### src/rtl/bitonic_sort_loader_if.sv
// Stream-in / frame-out bundle for bitonic_sort_loader.
// slave: loader side; master: upstream producer plus downstream sorter side.
// SORT_LOADER_COUNT_EN adds the out_count signal to the bundle.
interface bitonic_sort_loader_if #(
  parameter int W = 1,
  parameter int N = 4
);
  logic           in_valid;
  logic           in_ready;
  logic [W-1:0]   in_data;
  logic           in_last;
  logic           out_valid;
  logic           out_ready;
  logic [N*W-1:0] out_array;
`ifdef SORT_LOADER_COUNT_EN
  logic [$clog2(N+1)-1:0] out_count;

  modport slave (
    input  in_valid, in_data, in_last, out_ready,
    output in_ready, out_valid, out_array, out_count
  );
  modport master (
    output in_valid, in_data, in_last, out_ready,
    input  in_ready, out_valid, out_array, out_count
  );
`else
  modport slave (
    input  in_valid, in_data, in_last, out_ready,
    output in_ready, out_valid, out_array
  );
  modport master (
    output in_valid, in_data, in_last, out_ready,
    input  in_ready, out_valid, out_array
  );
`endif
endinterface

### src/rtl/bitonic_sort_loader.sv
// Packs a serial element stream into N-wide frames for the bitonic sorter.
// Fill buffer collects elements; hold buffer presents a stable frame downstream.
// Short frames (in_last) are padded with all-ones or all-zeros (PAD_ONE).
// Optional: SORT_LOADER_COUNT_EN adds out_count (real elements in the held frame).
//
// state   | meaning
// S_FILL  | accepting elements into the fill buffer
// S_STALL | fill buffer holds a closed frame, waiting for the hold buffer to free
module bitonic_sort_loader #(
  parameter int W       = 1,
  parameter int N       = 4,
  parameter int PAD_ONE = 1
) (
  input  logic                  clk,
  input  logic                  rst_n,
  bitonic_sort_loader_if.slave  bus
);
  localparam int IW = $clog2(N);
  localparam int CW = $clog2(N + 1);
  localparam logic [W-1:0] PAD = (PAD_ONE != 0) ? {W{1'b1}} : {W{1'b0}};

  typedef enum logic {S_FILL = 1'b0, S_STALL = 1'b1} state_t;

  state_t         state_q, state_d;
  logic [IW-1:0]  idx_q;
  logic [W-1:0]   fill_q [N];
  logic [N*W-1:0] hold_q;
  logic           out_valid_q;
  logic           in_ready_q;

  logic           accept;
  logic           close;
  logic           consume;
  logic           hold_free;
  logic           ld_from_in;
  logic           ld_from_fill;
  logic           park;
  logic           in_ready_d;
  logic [N*W-1:0] frame_in;
  logic [N*W-1:0] fill_flat;

  assign accept    = bus.in_valid & in_ready_q;
  assign close     = accept & ((idx_q == IW'(N - 1)) | bus.in_last);
  assign consume   = out_valid_q & bus.out_ready;
  assign hold_free = ~out_valid_q | bus.out_ready;

  // State register
  always_ff @(posedge clk or negedge rst_n) begin
    if (!rst_n) state_q <= S_FILL;
    else        state_q <= state_d;
  end

  // Next-state: a closed frame parks in the fill buffer only if hold is busy
  always_comb begin
    state_d = state_q;
    case (state_q)
      S_FILL:  if (close && !hold_free) state_d = S_STALL;
      S_STALL: if (consume)             state_d = S_FILL;
      default:                          state_d = S_FILL;
    endcase
  end

  // Datapath controls derived from state and handshakes
  always_comb begin
    ld_from_in   = 1'b0;
    ld_from_fill = 1'b0;
    park         = 1'b0;
    in_ready_d   = (state_d == S_FILL);
    case (state_q)
      S_FILL: begin
        ld_from_in = close & hold_free;
        park       = close & ~hold_free;
      end
      S_STALL: ld_from_fill = consume;
      default: ;
    endcase
  end

  // Closing frame as seen this cycle: stored slots, incoming element, then pad
  always_comb begin
    frame_in = '0;
    for (int k = 0; k < N; k++) begin
      if (k < int'(idx_q))       frame_in[k*W +: W] = fill_q[k];
      else if (k == int'(idx_q)) frame_in[k*W +: W] = bus.in_data;
      else                       frame_in[k*W +: W] = PAD;
    end
  end

  // Flattened fill buffer for the STALL -> hold transfer
  always_comb begin
    fill_flat = '0;
    for (int k = 0; k < N; k++) fill_flat[k*W +: W] = fill_q[k];
  end

  // in_ready registered from the next state so out_ready never reaches it combinationally
  always_ff @(posedge clk or negedge rst_n) begin
    if (!rst_n) in_ready_q <= 1'b0;
    else        in_ready_q <= in_ready_d;
  end

  // Fill buffer and slot index; idx stays on the closing slot while stalled
  always_ff @(posedge clk or negedge rst_n) begin
    if (!rst_n) begin
      idx_q <= '0;
      for (int k = 0; k < N; k++) fill_q[k] <= '0;
    end else if (ld_from_in || ld_from_fill) begin
      idx_q <= '0;
    end else if (park) begin
      for (int k = 0; k < N; k++) fill_q[k] <= frame_in[k*W +: W];
    end else if (accept) begin
      fill_q[idx_q] <= bus.in_data;
      idx_q         <= IW'(idx_q + 1'b1);
    end
  end

  // Hold buffer: a new frame replaces a consumed one on the same edge, no bubble
  always_ff @(posedge clk or negedge rst_n) begin
    if (!rst_n) begin
      hold_q      <= '0;
      out_valid_q <= 1'b0;
    end else if (ld_from_in) begin
      hold_q      <= frame_in;
      out_valid_q <= 1'b1;
    end else if (ld_from_fill) begin
      hold_q      <= fill_flat;
      out_valid_q <= 1'b1;
    end else if (consume) begin
      out_valid_q <= 1'b0;
    end
  end

`ifdef SORT_LOADER_COUNT_EN
  logic [CW-1:0] count_q;

  // Element count follows the frame into hold
  always_ff @(posedge clk or negedge rst_n) begin
    if (!rst_n)                        count_q <= '0;
    else if (ld_from_in || ld_from_fill) count_q <= CW'(idx_q) + CW'(1);
  end

  assign bus.out_count = count_q;
`endif

  assign bus.in_ready  = in_ready_q;
  assign bus.out_valid = out_valid_q;
  assign bus.out_array = hold_q;
endmodule

### src/flat_wrapper.sv
// flat-port wrapper written by rule: the top's interface ports become plain ports
module bitonic_sort_loader_flat 
#(
  parameter int W       = 1,
  parameter int N       = 4,
  parameter int PAD_ONE = 1
)
  (clk, rst_n, bus_in_valid, bus_in_data, bus_in_last, bus_out_ready, bus_in_ready, bus_out_valid, bus_out_array);
  bitonic_sort_loader_if #(.W(W), .N(N)) bus_i ();
  input  logic clk;
  input  logic rst_n;
  input wire logic [$bits(bus_i.in_valid)-1:0] bus_in_valid;
  input wire logic [$bits(bus_i.in_data)-1:0] bus_in_data;
  input wire logic [$bits(bus_i.in_last)-1:0] bus_in_last;
  input wire logic [$bits(bus_i.out_ready)-1:0] bus_out_ready;
  output wire logic [$bits(bus_i.in_ready)-1:0] bus_in_ready;
  output wire logic [$bits(bus_i.out_valid)-1:0] bus_out_valid;
  output wire logic [$bits(bus_i.out_array)-1:0] bus_out_array;
  assign bus_i.in_valid = bus_in_valid;
  assign bus_i.in_data = bus_in_data;
  assign bus_i.in_last = bus_in_last;
  assign bus_i.out_ready = bus_out_ready;
  assign bus_in_ready = bus_i.in_ready;
  assign bus_out_valid = bus_i.out_valid;
  assign bus_out_array = bus_i.out_array;
  bitonic_sort_loader #(.W(W), .N(N), .PAD_ONE(PAD_ONE)) u_core (.clk(clk), .rst_n(rst_n), .bus(bus_i));
endmodule
### config.mk
export PLATFORM = sky130hd
export DESIGN_NAME = bitonic_sort_loader_flat
export DESIGN_NICKNAME = d
export VERILOG_FILES = /design/src/rtl/bitonic_sort_loader_if.sv /design/src/rtl/bitonic_sort_loader.sv /design/src/flat_wrapper.sv
export SDC_FILE = /design/constraint.sdc
export NUM_CORES = 1
export LEC_CHECK = 0
export BUFFER_PORTS_ARGS = -buffer_cell sky130_fd_sc_hd__buf_2
export CAP_MARGIN = 20
export CORE_MARGIN = 8
export CORE_UTILIZATION = 40
export DETAILED_ROUTE_END_ITERATION = 7
export PLACE_DENSITY = 0.67
export SYNTH_ARGS = -nofsm -noshare
export SYNTH_HDL_FRONTEND = slang
export SYNTH_SLANG_ARGS = --single-unit
### constraint.sdc
create_clock -name clk -period 2.1 [get_ports clk]
set_input_delay 0.21 -clock clk [delete_from_list [all_inputs] [get_ports clk]]
set_output_delay 0.21 -clock clk [all_outputs]
set_load 0.02 [all_outputs]
# Word-level counts from Yosys, hierarchy flattened
# Cells that the tools add are included.
# op_classes
add_sub_neg	1
n_bitwise	13
mul	0
div_mod_pow	0
n_eq_ne	5
mux	26
order_cmp	5
shift	0
reduce_logical	11
# op_table
operator	count
$mux 1	16
$mux 4	4
$mux 2	3
$reduce_bool 2->1	3
$and 1x1->1	5
$not 1->1	5
$bwmux 4	1
$eq 2x2->1 const A	2
$lt 1x2->1 const A	2
$reduce_and 2->1	2
$ge 3x3->1 const B	1
$lt 3x1->1 const B	1
$not 2->3	1
$reduce_bool 3->1	1
$add 2x1->2 const B	1
$demux 1 s2	1
$eq 1x2->1 const A	1
$eq 2x2->1 const B	1
$logic_and 1x1->1	2
$logic_not 2->1	1
$lt 2x2->1 const A	1
$ne 2x2->1 const B	1
$or 1x1->1	2
$pmux 1 s2	1
other kinds (2)	2
# word_totals
mem_bits_rw	0
mem_bits_ro	0
memories	0
in_bits	6
output_inout_bits	6
word_cells	70
latch_bits	0
reg_bits	13

# Logic depth before layout (Yosys ltp)
# depth
depth_word	8
ltp_mapped	5
depth_no_buf	5

# Worst setup path after synthesis
# No wires, ideal clock.
# synth_timing
path_type	reg2reg
from	register u_core.idx_q[1]
to	register u_core.fill_q, in the netlist u_core.fill_flat[0]
t_required_ns	1.975
setup_time_ns	0.125
path_stages_with_launch	6
t_arrival_ns	1.469
path_buffers	0
path_slack_ns	0.506
period_less_slack_ns	1.594
cell_sequence	dfrtp_1 ha_1 o21ba_4 nand3_1 nand3_1 mux2_4
# synth_between
elab_chain_cells	8
elab_cells_between_ends	24
cone_classes	3 x order compare; 1 x eq/ne; 9 x mux; 6 x bitwise; 5 x reduce/logical
# synth_lines
item	line_no	rtl
start, declared	bitonic_sort_loader.sv:25	logic [IW-1:0] idx_q;
start signal, assigned	bitonic_sort_loader.sv:112	idx_q <= IW'(idx_q + 1'b1);
$not 2->3 (implied by the code) / $eq 2x2->1 (equally long branches)	bitonic_sort_loader.sv:111, bitonic_sort_loader.sv:43	
$ge 3x3->1 (implied by the code) (tied with other cells)	bitonic_sort_loader.sv:111	fill_q[idx_q] <= bus.in_data;
$logic_and 1x1->1 (implied by the code) / $and 1x1->1 (equally long branches)	bitonic_sort_loader.sv:111, bitonic_sort_loader.sv:43	
$mux 1 (implied by the code) / $and 1x1->1 (equally long branches)	bitonic_sort_loader.sv:111, bitonic_sort_loader.sv:71	
$demux 1 s2 / $mux 1 (equally long branches)	bitonic_sort_loader.sv:111, bitonic_sort_loader.sv:69	
$bwmux 4 / $logic_or 1x1->1 (equally long branches)	bitonic_sort_loader.sv:111, bitonic_sort_loader.sv:106	
$mux 4 / $not 1->1 (equally long branches)	--	
$mux 4 / $reduce_and 2->1 (equally long branches)	--	
end signal, assigned by index	bitonic_sort_loader.sv:111	
end, declared	bitonic_sort_loader.sv:26	logic [W-1:0] fill_q [N];
# Several ways; a longest one is shown, not always the timed one. The select of a mux whose other input is x is not followed.
# A chain may end at the register's enable or synchronous reset.

# Final worst setup path
# Same ends and word-level chain as after synthesis.

==> impl_metrics.prom <==
# TYPE chip_impl_metric gauge
chip_impl_metric{name="aggregate_routed_wire_length",unit="um"} 1544
chip_impl_metric{name="grt_antenna_before_repair",unit=""} 0
chip_impl_metric{name="layout_min_cycle_time",unit="ps"} 1725
chip_impl_metric{name="cts_made_buffers",unit=""} 3
chip_impl_info{name="rsz_0062_raised_after_global_routing",value="false"} 1
chip_impl_metric{name="std_cell_rows",unit=""} 16
chip_impl_metric{name="finalWeightedCongestion",unit=""} 0.8002
chip_impl_metric{name="initial_utilization",unit="%"} 41.45
chip_impl_metric{name="synth_cells",unit=""} 79
chip_impl_metric{name="drc_errors",unit=""} 0
chip_impl_metric{name="cts.repair.resized",unit=""} 0
chip_impl_info{name="clock-root-buffer",value="clkbuf_4"} 1
chip_impl_metric{name="ir_drop",unit="mV"} 0.6668
chip_impl_info{name="synth_top_cells_by_area",value="dfrtp_1, ha_1, nand2_1, and3_1, o21ai_0"} 1
chip_impl_metric{name="synth_enable_flop_cells",unit=""} 0
chip_impl_info{name="timing.setup.critical_path_class",value="reg -> reg"} 1
chip_impl_metric{name="die-width",unit="um"} 60.39
chip_impl_metric{name="maxCapViolCount",unit=""} 0
chip_impl_metric{name="global_route.usage.total",unit="%"} 9.904
chip_impl_info{name="library_cell_with_the_largest_summed_area_after_synthesis",value="dfrtp_1"} 1
chip_impl_metric{name="power-per-cell-area",unit="nW/um^2"} 1356
chip_impl_info{name="ys_top_cells_by_count",value="dfrtp_1, nand2_1, o21ai_0"} 1
chip_impl_metric{name="num_io_pins",unit=""} 12
chip_impl_metric{name="seq_area_frac_synth",unit="%"} 41.27
chip_impl_metric{name="synth_fp_nets",unit=""} 90
chip_impl_metric{name="final_nets",unit=""} 106
chip_impl_info{name="tritoncts",value="yes"} 1
chip_impl_metric{name="deepest_level_of_the_cts_h_tree",unit=""} 1
chip_impl_info{name="ys.flop_type",value="dfrtp_1"} 1
chip_impl_metric{name="number_of_library_cell_types_mapped_by_synthesis",unit=""} 27
chip_impl_metric{name="cts.clk_slew.worst_paths",unit="ps"} 80
chip_impl_metric{name="num_vias",unit=""} 614
chip_impl_metric{name="floorplan.core_area",unit="sq um"} 1902
chip_impl_metric{name="routed_len_inst",unit="um"} 12.76
chip_impl_metric{name="dieHeight",unit="um"} 60.39
chip_impl_metric{name="firstDrtPassIters",unit=""} 4
chip_impl_metric{name="first_global_vias",unit=""} 629
chip_impl_metric{name="finalSetupViolCount",unit=""} 0
chip_impl_metric{name="globalRoute.totalOverflow",unit=""} 0
chip_impl_metric{name="cp.required",unit="ps"} 2270
chip_impl_metric{name="worst-slew-pin-transition",unit="ps"} 426.3
chip_impl_metric{name="insertion_delay",unit="ps"} 280
chip_impl_metric{name="total_power",unit="mW"} 1.223
chip_impl_metric{name="ys.warnings.count",unit=""} 0
chip_impl_metric{name="grt_max_degree",unit=""} 14
chip_impl_metric{name="max_clock_freq",unit="MHz"} 579.7
chip_impl_metric{name="antenna_left",unit=""} 0
chip_impl_metric{name="slew_violations",unit=""} 0
chip_impl_metric{name="post_synth.cell_area_avg",unit="sq um"} 9.978
chip_impl_metric{name="areaGrowthSynthToFinish",unit="%"} 14.44
chip_impl_metric{name="synth-seq-cells",unit=""} 13
chip_impl_info{name="hold_class",value="in -> reg"} 1
chip_impl_info{name="critical_path.startpoint_type",value="flop"} 1
chip_impl_metric{name="path_max_fanout",unit=""} 8
chip_impl_metric{name="design.die.area",unit="sq um"} 3647
chip_impl_metric{name="arrival",unit="ps"} 1890
chip_impl_metric{name="synth-async-reset-ratio",unit="%"} 100.0
chip_impl_metric{name="clock_path_buffers",unit=""} 2
chip_impl_metric{name="share_of_layout_cells_above_drive_strength_1",unit="%"} 25.53
chip_impl_metric{name="fillers",unit=""} 180
chip_impl_metric{name="fin_skew",unit="ps"} 1.278
chip_impl_metric{name="mean_number_of_vias_per_cell",unit=""} 5.074
chip_impl_metric{name="drt_iter0_drc",unit=""} 12
chip_impl_info{name="post-synth-top-count-cell",value="dfrtp_1"} 1
chip_impl_metric{name="port_buffers",unit=""} 11
chip_impl_metric{name="clock_sinks",unit=""} 13
chip_impl_info{name="outcome",value="complete, no violations"} 1
chip_impl_metric{name="finalHoldViolations",unit=""} 0
chip_impl_metric{name="final.setup.tns",unit="ps"} 0
chip_impl_metric{name="timing.max_slew.rel_slack",unit="%"} 71.58
chip_impl_metric{name="fraction_of_synthesized_cell_area_taken_by_the_top_area_cell_type",unit="%"} 41.27
chip_impl_metric{name="synthesis.area",unit="sq um"} 788.3
chip_impl_metric{name="leakage_power",unit="nW"} 0.4263
chip_impl_metric{name="dp_hpwl",unit="um"} 1201
chip_impl_metric{name="period_utilization",unit="%"} 82.15
chip_impl_metric{name="diodes",unit=""} 0
chip_impl_metric{name="wire_length_of_the_first_global_routing_pass",unit="um"} 2677
chip_impl_info{name="setup.worst_path.end_class",value="flop"} 1
[final cells by class]
cell class / instances / area, sq um / area share [%]
Tap cell: 27 / 33.78 / 3.745
Multi-Input combinational cell: 62 / 440.4 / 48.82
Clock buffer: 4 / 26.28 / 2.913
Timing Repair Buffer: 12 / 65.06 / 7.212
Inverter: 3 / 11.26 / 1.248
Sequential cell: 13 / 325.3 / 36.06
[through the flow]
stage               cell area, sq um  util [%]  cells  setup slack (ps)  hold slack, ps
finish                         902.1     47.43    121             374.8           159.8
global route                   902.1     47.43    121             271.5           168.9
CTS                            902.1     47.43    121             372.9           151.7
detailed placement             865.8     45.53    116             384.3           115.6
global placement               865.8     45.53    116             412.5           114.7
floorplan                      788.3         -     79             505.8          -85.59
[per-layer routing]
metal  track usage, %  part of all wire [%]  vias to the layer above  routed length, um
li1                 -                     -                      313                  -
met1            11.79                    48                      277                737
met2            15.40                    44                       20                683
met3            4.025                   6.3                        4                 98
met4            4.082                   1.6                        0                 25
met5                0                     0                        -                  0
[logic make-up (layout without fill, tap and decap cells)]
family / Yosys count / in the layout / share of synthesized area, %
compound gates: 23 / 23 / 22.06
simple gates: 33 / 33 / 23.97
buf+inv: 4 / 19 / 2.857
flops: 13 / 13 / 41.27
mux: 1 / 1 / 1.904
fa+ha+maj: 5 / 5 / 7.937
[timing repair]
action	4_1_cts	5_1_grt
hold buffers	1	0
hold endpoints to repair	13	0
buffers inserted	0	0
[report_power, final]
part	internal, mW	switching [mW]	total, mW
logic	0.277	0.320	0.598
clock network	0.0738	0.0812	0.155
registers	0.364	0.107	0.471
[critical path, cell delays in order, from the launching register on]
cell	delay [ps]
dfrtp_1	460
ha_1	250
o21ba_4	240
nand3_1	220
nand3_1	140
mux2_4	300
[state kept, by name (all words and copies together) (netlist names)]
name / count
u_core.bus.in_ready: 1
u_core.bus.out_array: 4
u_core.bus.out_valid: 1
u_core.fill_flat: 4
u_core.idx_q: 2
u_core.state_q: 1
[final timing paths]
kind                                         start  slack [ps]  cells after the start                      end
min                                  bus_out_ready         160                      2           u_core.state_q
min reg2reg                u_core.bus.out_array[1]         490                      1  u_core.bus.out_array[1]
min in group asynchronous                    rst_n         340                      2  u_core.bus.out_array[0]
max in group asynchronous                    rst_n        1530                      2      u_core.fill_flat[1]
max reg2reg                        u_core.idx_q[1]         370                      5      u_core.fill_flat[0]
max                                u_core.idx_q[1]         370                      5      u_core.fill_flat[0]
[placed cells by master, fill, tap and decap left out, types with 2 or more instances in the layout]
| cell | instances |
|---|---|
| a211oi_2 | 2 |
| a211o_2 | 2 |
| nor2b_1 | 3 |
| clkbuf_4 | 3 |
| nor2_1 | 5 |
| nand2_1 | 9 |
| buf_2 | 11 |
| o21ai_0 | 6 |
| a21oi_1 | 5 |
| and2_1 | 2 |
| ha_1 | 5 |
| a31oi_1 | 2 |
| and3_1 | 5 |
| nor3_1 | 2 |
| nand3_1 | 3 |
| dfrtp_1 | 13 |
| inv_1 | 3 |
(Power assumes the default switching activity.)
